## config.mk

```make
export PLATFORM = sky130hd
export DESIGN_NAME = bus_loader
export DESIGN_NICKNAME = d
export VERILOG_FILES = /design/src/rtl/zx48_pkg.sv /design/src/rtl/bus_loader.sv
export SDC_FILE = /design/constraint.sdc
export NUM_CORES = 1
export LEC_CHECK = 0
export ABC_AREA = 1
export CORE_MARGIN = 2
export CORE_UTILIZATION = 46
export CTS_BUF_LIST = sky130_fd_sc_hd__clkbuf_16
export DETAILED_ROUTE_END_ITERATION = 10
export GPL_TIMING_DRIVEN = 0
export MAX_ROUTING_LAYER = met4
export PLACE_DENSITY = 0.74
export SKIP_LAST_GASP = 1
export SLEW_MARGIN = 0
export SYNTH_ARGS = -nofsm -noshare
export SYNTH_HDL_FRONTEND = slang
export SYNTH_SLANG_ARGS = --single-unit
```

## constraint.sdc

```tcl
create_clock -name clock -period 1.8 [get_ports clock]
set_input_delay 0.36 -clock clock [delete_from_list [all_inputs] [get_ports clock]]
set_output_delay 0.36 -clock clock [all_outputs]
set_load 0.005 [all_outputs]
```

## src/rtl/zx48_pkg.sv

```systemverilog
// zx48_pkg: encodings and constants shared by the ZX48 bus-side blocks
// (loader FSM states, DivMMC control port, cycle lengths).
package zx48_pkg;

  typedef enum logic [2:0] {
    S_IDLE    = 3'd0,
    S_PAGE    = 3'd1,
    S_FETCH   = 3'd2,
    S_WRITE   = 3'd3,
    S_RELEASE = 3'd4,
    S_UNPAGE  = 3'd5,
    S_FIN     = 3'd6
  } state_t;

  localparam logic [15:0] DIVMMC_PORT   = 16'h00E3;
  localparam logic [7:0]  DIVMMC_CONMEM = 8'h80;

  // PAGE/UNPAGE: one cycle with IO strobes low, one cycle released.
  localparam int PAGE_CYCLES = 2;

  function automatic logic [7:0] divmmc_page_byte(input logic [3:0] pg);
    return DIVMMC_CONMEM | {4'h0, pg};
  endfunction

endpackage

```

## src/rtl/bus_loader.sv

```systemverilog
// bus_loader: turns a byte stream into Z80-style memory write cycles at
// consecutive addresses. Optional DivMMC page-in/out: BUS_LOADER_DIVMMC_PAGE_EN.
module bus_loader
  import zx48_pkg::*;
(
  input  logic        clock,
  input  logic        reset,
  input  logic        ce,
  input  logic        start,
  input  logic [15:0] addr,
  input  logic [15:0] len,
  input  logic [3:0]  page,
  input  logic [7:0]  sd,
  input  logic        svalid,
  output logic        sready,
  output logic        mreq,
  output logic        iorq,
  output logic        wr,
  output logic        rd,
  output logic        m1,
  output logic        rfsh,
  output logic [15:0] a,
  output logic [7:0]  d,
  output logic        busy,
  output logic        done
);

  localparam logic PH_LAST = 1'(PAGE_CYCLES - 1);

  state_t      state, state_n;
  logic        ph, ph_n;
  logic [15:0] ptr;
  logic [15:0] cnt;
  logic [15:0] cnt_dec;
  logic        mem_phase_n;
  logic        io_phase_n;

  assign cnt_dec = cnt - 16'd1;

  assign rd   = 1'b1;
  assign m1   = 1'b1;
  assign rfsh = 1'b1;

  always_comb begin
    state_n = state;
    ph_n    = 1'b0;
    case (state)
      S_IDLE: begin
        if (start) begin
`ifdef BUS_LOADER_DIVMMC_PAGE_EN
          state_n = S_PAGE;
`else
          state_n = (len != 16'd0) ? S_FETCH : S_FIN;
`endif
        end
      end
      S_PAGE: begin
        if (ph == PH_LAST) state_n = (cnt != 16'd0) ? S_FETCH : S_UNPAGE;
        else               ph_n    = ph + 1'b1;
      end
      S_FETCH: begin
        if (svalid) state_n = S_WRITE;
      end
      S_WRITE: begin
        state_n = S_RELEASE;
      end
      S_RELEASE: begin
        if (cnt_dec != 16'd0) begin
          state_n = S_FETCH;
        end else begin
`ifdef BUS_LOADER_DIVMMC_PAGE_EN
          state_n = S_UNPAGE;
`else
          state_n = S_FIN;
`endif
        end
      end
      S_UNPAGE: begin
        if (ph == PH_LAST) state_n = S_FIN;
        else               ph_n    = ph + 1'b1;
      end
      S_FIN: begin
        state_n = S_IDLE;
      end
      default: begin
        state_n = S_IDLE;
      end
    endcase
  end

  // Strobes are registered from the next state so the bus never sees decode glitches.
  always_comb begin
    mem_phase_n = (state_n == S_WRITE);
`ifdef BUS_LOADER_DIVMMC_PAGE_EN
    io_phase_n  = ((state_n == S_PAGE) || (state_n == S_UNPAGE)) && (ph_n == 1'b0);
`else
    io_phase_n  = 1'b0;
`endif
  end

  always_ff @(posedge clock or negedge reset) begin
    if (!reset) begin
      state  <= S_IDLE;
      ph     <= 1'b0;
      ptr    <= 16'h0000;
      cnt    <= 16'h0000;
      a      <= 16'h0000;
      d      <= 8'h00;
      mreq   <= 1'b1;
      iorq   <= 1'b1;
      wr     <= 1'b1;
      sready <= 1'b0;
      busy   <= 1'b0;
      done   <= 1'b0;
    end else if (ce) begin
      state  <= state_n;
      ph     <= ph_n;
      mreq   <= ~mem_phase_n;
      iorq   <= ~io_phase_n;
      wr     <= ~(mem_phase_n | io_phase_n);
      sready <= (state_n == S_FETCH);
      busy   <= (state_n != S_IDLE);
      done   <= (state_n == S_FIN);

      if ((state == S_IDLE) && start) begin
        ptr <= addr;
        cnt <= len;
      end
      if ((state == S_FETCH) && svalid) begin
        a <= ptr;
        d <= sd;
      end
      // Address wraps naturally at 16 bits.
      if (state == S_RELEASE) begin
        ptr <= ptr + 16'd1;
        cnt <= cnt_dec;
      end
      if ((state_n == S_PAGE) && (state != S_PAGE)) begin
        a <= DIVMMC_PORT;
        d <= divmmc_page_byte(page);
      end
      if ((state_n == S_UNPAGE) && (state != S_UNPAGE)) begin
        a <= DIVMMC_PORT;
        d <= 8'h00;
      end
    end
  end

endmodule

```

==> results of run 1 <==
cell families after synthesis:
group / Yosys count / synth area share (%)
fa+ha+maj: 4 / 1.34
compound gates: 110 / 16.1
xor+xnor: 10 / 2.34
buf+inv: 81 / 9.60
simple gates: 241 / 27.6
other cells: 1 / 0.100
flops: 64 / 42.9
placed cells by master, fill, tap and decap left out, drive strengths merged, types with 5 or more instances in the layout:
| master | instances |
|---|---|
| a31oi | 7 |
| nor2 | 84 |
| o22ai | 11 |
| inv | 56 |
| clkdlybuf4s50 | 70 |
| o211ai | 5 |
| nor3 | 7 |
| dfrtp | 63 |
| nand2 | 110 |
| o21ai | 50 |
| nand4 | 10 |
| xor2 | 9 |
| nand3 | 26 |
| clkbuf | 24 |
| a21oi | 35 |
| buf | 32 |
metrics by stage:
step	std cells	power (mW)
after floorplan	514	4.73
after global placement	688	6.00
after detailed placement	688	6.09
after CTS	713	8.01
after global routing	724	9.23
final	724	8.61
area by class of cell:
type / instances / area, um2
buffer: 26 / 191
clock buffer: 9 / 225
clock inverter: 7 / 63.8
fill: 658 / 2440
inverter: 55 / 206
multi-input combinational: 369 / 2000
sequential: 64 / 1610
tap: 102 / 128
timing repair buffer: 92 / 938
worst max-delay path, cell delays in order, from the launching register on:
cell	delay, ns
dfrtp_1	0.40
inv_2	0.13
ha_4	0.18
nand3_4	0.08
nor2_4	0.14
nand4_4	0.11
a21oi_4	0.27
buf_6	0.21
clkbuf_16	0.17
a21oi_2	0.05
report_power, final:
group | switching (mW) | leakage [nW] | internal (mW)
logic | 2.26 | 1.53 | 1.86
registers | 0.630 | 0.752 | 2.14
clock network | 0.659 | 0.144 | 1.06
flip-flops by register name, indices dropped and copies added (netlist names):
name / flops
done: 1
wr: 1
ptr: 16
d: 8
cnt: 16
state: 3
ph: 1
busy: 1
sready: 1
a: 16
repair_timing:
| action | 4_1_cts | 5_1_grt |
|---|---|---|
| cloned | 1 | 3 |
| gates resized for setup | 22 | 63 |
| endpoints found under the setup margin | 51 | 55 |
| buffers inserted | 8 | 8 |
| pin swaps | 3 | 19 |
synthesized netlist by cell type:
cell      number
a21oi_4        1
nand4_1        9
ha_1           4
inv_2          1
nand2_1      106
buf_6          2
nor3_1         7
inv_1         54
or2_2          3
xnor2_1        1
conb_1         1
o22ai_1       11
buf_2          5
nor2_1        75
xor2_1         9
buf_4          9
dfrtp_1       63
o21a_1         2
clkbuf_1      10
nor4_1         1
a21oi_1       34
nor2_2         8
o21ai_1        1
o21ai_0       49
nand3_1       26
dfstp_2        1
nand4_4        1
nor2_4         1
a31oi_1        7
nand2_2        4
o211ai_1       5
layer usage:
| layer | GRT usage [%] | up-vias | share of wire, % |
|---|---|---|---|
| met3 | 4.49 | 23 | 8.0 |
| met1 | 32.8 | 1858 | 41 |
| met2 | 42.3 | 208 | 49 |
| met4 | 8.45 | 0 | 1.9 |
| li1 | - | 1882 | - |
| met5 | - | - | 0 |
final timing paths:
| path | start | end |
|---|---|---|
| worst min register to register | done | done |
| worst max-delay path | cnt[1] | d[3] |
| worst min-delay path | reset | ptr[2] |
| max in group asynchronous | reset | cnt[3] |
| min in group clock | ce | ph |
| worst max register to register | cnt[1] | d[3] |
==> results.yml, run 1 <==
status:
  outcome: "finished with violations"
  violations: "negative setup slack"
floorplanning:
  io_pins: 82
  core-area_um2: 7810
  dieWidth_um: 94.2
  initial_utilization_pct: 47.9
  num_rows: 32
  die_y_um: 94.2
  die_area_um2: 8860
clock_network:
  htreeDepth: 3
  clk_pin_slew_ns: 0.06
  root_buffer: "clkbuf_16"
  cts_made_buffers: 9
  cts_tree: "built"
  cts_sinks: 64
  cts_max_path_buffers: 2
  clock_latency_ns: 0.33
  hold_buffers: 0
logic_synthesis:
  yosysTopAreaCell: "dfrtp_1"
  synth.distinct_cells: 31
  syn-cell-area_um2: 3740
  yosysWarnings: 0
  ys_ff_latch: 64
  ys_seq_area_share_pct: 42.9
  avgSynthCellArea_um2: 7.32
  synth_area_leaders: "dfrtp_1, nand2_1, nor2_1"
  synthCells: 511
  synth_top_area_share_pct: 42.2
detailed_routing:
  drt_drc_violations_left: 0
  drt_iter0_markers: 272
  routed-via-count: 3971
  viasPerCell: 5.48
  routedWlPerCell_um: 15.6
  detail-route-antenna-nets: 0
  drt_first_pass_iters: 5
  drt_wl_total_mm: 11.3
critical_path:
  r2r_setup_slack_ns: -0.05
  cp.required_ns: 2.02
  path_class: "flip-flop to flip-flop"
  ff2ff_path_depth: 9
  crit_fanout: 7
  arrival_ns: 2.07
  cp-start-kind: "flip-flop"
  critPathCaptureType: "flip-flop"
timing:
  fin_ws_ns: -0.0530
  relSlewSlack_pct: 43.7
  min_period_over_period_pct: 103
  maxSlewViolCount: 0
  fin_crit_ns: 1.85
  worstMarginPinSlew_ns: 0.845
  hold_viol: 0
  fmax_mhz: 540
  clock_skew_ns: 0.00669
  report.final.setup_viol: 21
  rsz0062_at_grt: "yes"
  setup_tns_ns: -0.656
  worst_hold_slack_ns: 0.130
final_layout:
  antenna_cells: 0
  drive_gt1_share_pct: 19.6
  nets: 670
  final_util_pct: 68.7
  area_growth_pct: 43.4
  design_area_um2: 5360
global_routing:
  grt_pass1_vias: 3655
  grt_pass1_wl_mm: 17.3
  gr-total-overflow: 0
  grt_max_degree: 65
  grt_usage_pct: 25.9
  antenna_found_initial: 0
placement:
  io_buffers: 72
  dp_worst_setup_slack_ns: -0.274
  hpwl_mm: 7.38
  dpl-instance-area_um2: 4600
  gp_congestion: 0.900
power_and_ir_drop:
  p_leak_nw: 2.42
  power.density_nw_per_um2: 1600
  max-vdd-ir-drop_mv: 0.618
job:
  max_cap_viol_count: 0
min_path:
  hp-class: "input port to asynchronous set/reset pin"
Note: power is estimated with default switching activity, not from simulation.
==> run 2: changes to the inputs <==
--- a/config.mk
+++ b/config.mk
@@ -6,9 +6,11 @@
 export NUM_CORES = 1
 export LEC_CHECK = 0
 export ABC_AREA = 1
+export CAP_MARGIN = 10
 export CORE_MARGIN = 2
 export CORE_UTILIZATION = 46
 export CTS_BUF_LIST = sky130_fd_sc_hd__clkbuf_16
+export CTS_CLUSTER_SIZE = 28
 export DETAILED_ROUTE_END_ITERATION = 10
 export GPL_TIMING_DRIVEN = 0
 export MAX_ROUTING_LAYER = met4
==> results of run 2 <==
Same layout as run 1: the final DEF is identical, and so are final timing and power.
==> run 3: changes to the inputs <==
--- a/config.mk
+++ b/config.mk
@@ -8,13 +8,14 @@
 export ABC_AREA = 1
 export CAP_MARGIN = 10
 export CORE_MARGIN = 2
-export CORE_UTILIZATION = 46
+export CORE_UTILIZATION = 50
 export CTS_BUF_LIST = sky130_fd_sc_hd__clkbuf_16
-export CTS_CLUSTER_SIZE = 28
+export CTS_CLUSTER_SIZE = 14
 export DETAILED_ROUTE_END_ITERATION = 10
+export DONT_BUFFER_PORTS = 1
 export GPL_TIMING_DRIVEN = 0
 export MAX_ROUTING_LAYER = met4
-export PLACE_DENSITY = 0.74
+export PLACE_DENSITY = 0.65
 export SKIP_LAST_GASP = 1
 export SLEW_MARGIN = 0
 export SYNTH_ARGS = -nofsm -noshare
==> run 3 against run 2 <==
The run ends with negative hold slack, negative setup slack left; combinational power is 25% lower; total power fell by 9.3%; largest cell class unchanged; first-iteration DRC count is 26% lower; critical path type unchanged.
==> results.yml, run 3 (synthesis gave the netlist of run 1 again) <==
clock_network:
  cts_tree: "built"
  clk_pin_slew_ns: 0.06
  htreeDepth: 3
  root_buffer: "clkbuf_16"
  cts_max_path_buffers: 2
  clock_latency_ns: 0.33
  cts_sinks: 64
  cts_made_buffers: 9
power_and_ir_drop:
  max-vdd-ir-drop_mv: 0.679
  pwr-share-clk_pct: 23.7
  finalPower_mw: 7.80
  internal_power_mw: 4.53
  p_leak_nw: 2.08
  combPwrFrac_pct: 39.9
  power.density_nw_per_um2: 1720
  seqPwrFrac_pct: 36.4
  switching_power_mw: 3.28
  p_sw_share_pct: 42.0
final_layout:
  final_util_pct: 62.4
  nets: 587
  top_regs: "a (16), cnt (16), ptr (16)"
  antenna_cells: 0
  design_area_um2: 4530
  drive_gt1_share_pct: 20.1
  final_common_cell: "nand2_1"
  area_growth_pct: 21.1
  nFillCells: 632
  layout_common_cells: "nand2_1, nor2_1, dfrtp_1"
status:
  violations: "negative hold slack, negative setup slack"
  outcome: "finished with violations"
min_path:
  hp-class: "input port to asynchronous set/reset pin"
detailed_routing:
  drt_iter0_markers: 201
  drt_first_pass_iters: 4
  routedWlPerCell_um: 16.2
  detail-route-antenna-nets: 0
  drt_wl_total_mm: 10.3
  drt_drc_violations_left: 0
  viasPerCell: 5.47
  routed-via-count: 3486
floorplanning:
  num_rows: 31
  die_y_um: 90.5
  io_pins: 82
  dieWidth_um: 90.5
  core-area_um2: 7250
  initial_utilization_pct: 51.5
  die_area_um2: 8180
placement:
  io_buffers: 0
  dp_worst_setup_slack_ns: -0.253
  gp_congestion: 0.944
  hpwl_mm: 7.17
  dpl-instance-area_um2: 3870
timing:
  fmax_mhz: 542
  worst_hold_slack_ns: -0.280
  maxSlewViolCount: 0
  fin_ws_ns: -0.0447
  clock_skew_ns: 0.00607
  fin_crit_ns: 1.84
  report.final.setup_viol: 21
  rsz0062_at_grt: "yes"
  worstMarginPinSlew_ns: 0.547
  min_period_over_period_pct: 102
  hold_viol: 64
  relSlewSlack_pct: 63.5
critical_path:
  cp.required_ns: 2.06
  crit_fanout: 7
  arrival_ns: 2.10
  r2r-end: "a[8]"
  path_class: "flip-flop to flip-flop"
  critPathCaptureType: "flip-flop"
  r2r_setup_slack_ns: -0.04
  worstReg2RegStart: "cnt[1]"
  ff2ff_path_depth: 10
  cp-start-kind: "flip-flop"
global_routing:
  grt_usage_pct: 25.8
  grt_pass1_wl_mm: 16.3
  gr-total-overflow: 0
  grt_max_degree: 65
  antenna_found_initial: 0
  grt_pass1_vias: 3349
job:
  max_cap_viol_count: 0
## run 3: final cells by class
cell class | count | area, um2 | area share [%]
Buffer | 26 | 184 | 4.06
Timing Repair Buffer | 9 | 104 | 2.29
Clock inverter | 6 | 85.1 | 1.88
Tap cell | 99 | 124 | 2.74
Clock buffer | 9 | 225 | 4.98
Sequential cell | 64 | 1610 | 35.5
Multi-Input combinational cell | 369 | 1990 | 44.0
Inverter | 55 | 206 | 4.56
## run 3: power groups by stage
stage | logic (mW) | registers, mW | clock network (mW)
finish | 3.11 | 2.84 | 1.85
global route | 3.51 | 2.94 | 1.93
CTS | 2.73 | 2.78 | 1.86
detailed placement | 2.63 | 2.79 | 0
global placement | 2.57 | 2.77 | 0
floorplan | 2.10 | 2.63 | 0
## run 3: worst max-delay path by stage
stage / end / slack, ns / depth (start not counted) / startpoint
2_1_floorplan: a[1] / 0.09 / 9 / cnt[0]
3_3_place_gp: d[2] / -0.23 / 9 / cnt[0]
3_5_place_dp: d[0] / -0.25 / 9 / cnt[0]
4_1_cts: done / -0.05 / 13 / state[0]
5_1_grt: done / -0.12 / 14 / cnt[0]
6_report: a[8] / -0.04 / 10 / cnt[1]
## run 3: worst max-delay path, cell delays in order, from the launching register on
cell and delay (ns):
dfrtp_1 0.41, inv_2 0.13, ha_4 0.17, nand3_4 0.08, nor2_4 0.14, nand4_4 0.10, a21oi_4 0.26, buf_8 0.20
buf_6 0.13, nor2_2 0.03, a21oi_1 0.10
## run 3: what timing repair did
action / in CTS / in global routing
resized for setup: 12 / 61
endpoints found under the setup margin: 49 / 54
buffers inserted: 6 / 0
pin swaps: 3 / 17
hold endpoints to repair: 64 / 64
gates cloned: 1 / 2
## run 3: metal layers
metal	GRT usage [%]	vias up	wire length [um]
li1	-	1710	-
met1	31.8	1672	4540
met2	42.0	89	5180
met3	5.93	15	465
met4	8.33	0	163
met5	-	-	0
## run 3: metrics by stage
step | cells | setup TNS, ns
floorplan | 514 | 0
global placement | 613 | -5.58
detailed placement | 613 | -6.58
CTS | 635 | -0.145
global route | 637 | -2.30
finish | 637 | -0.538
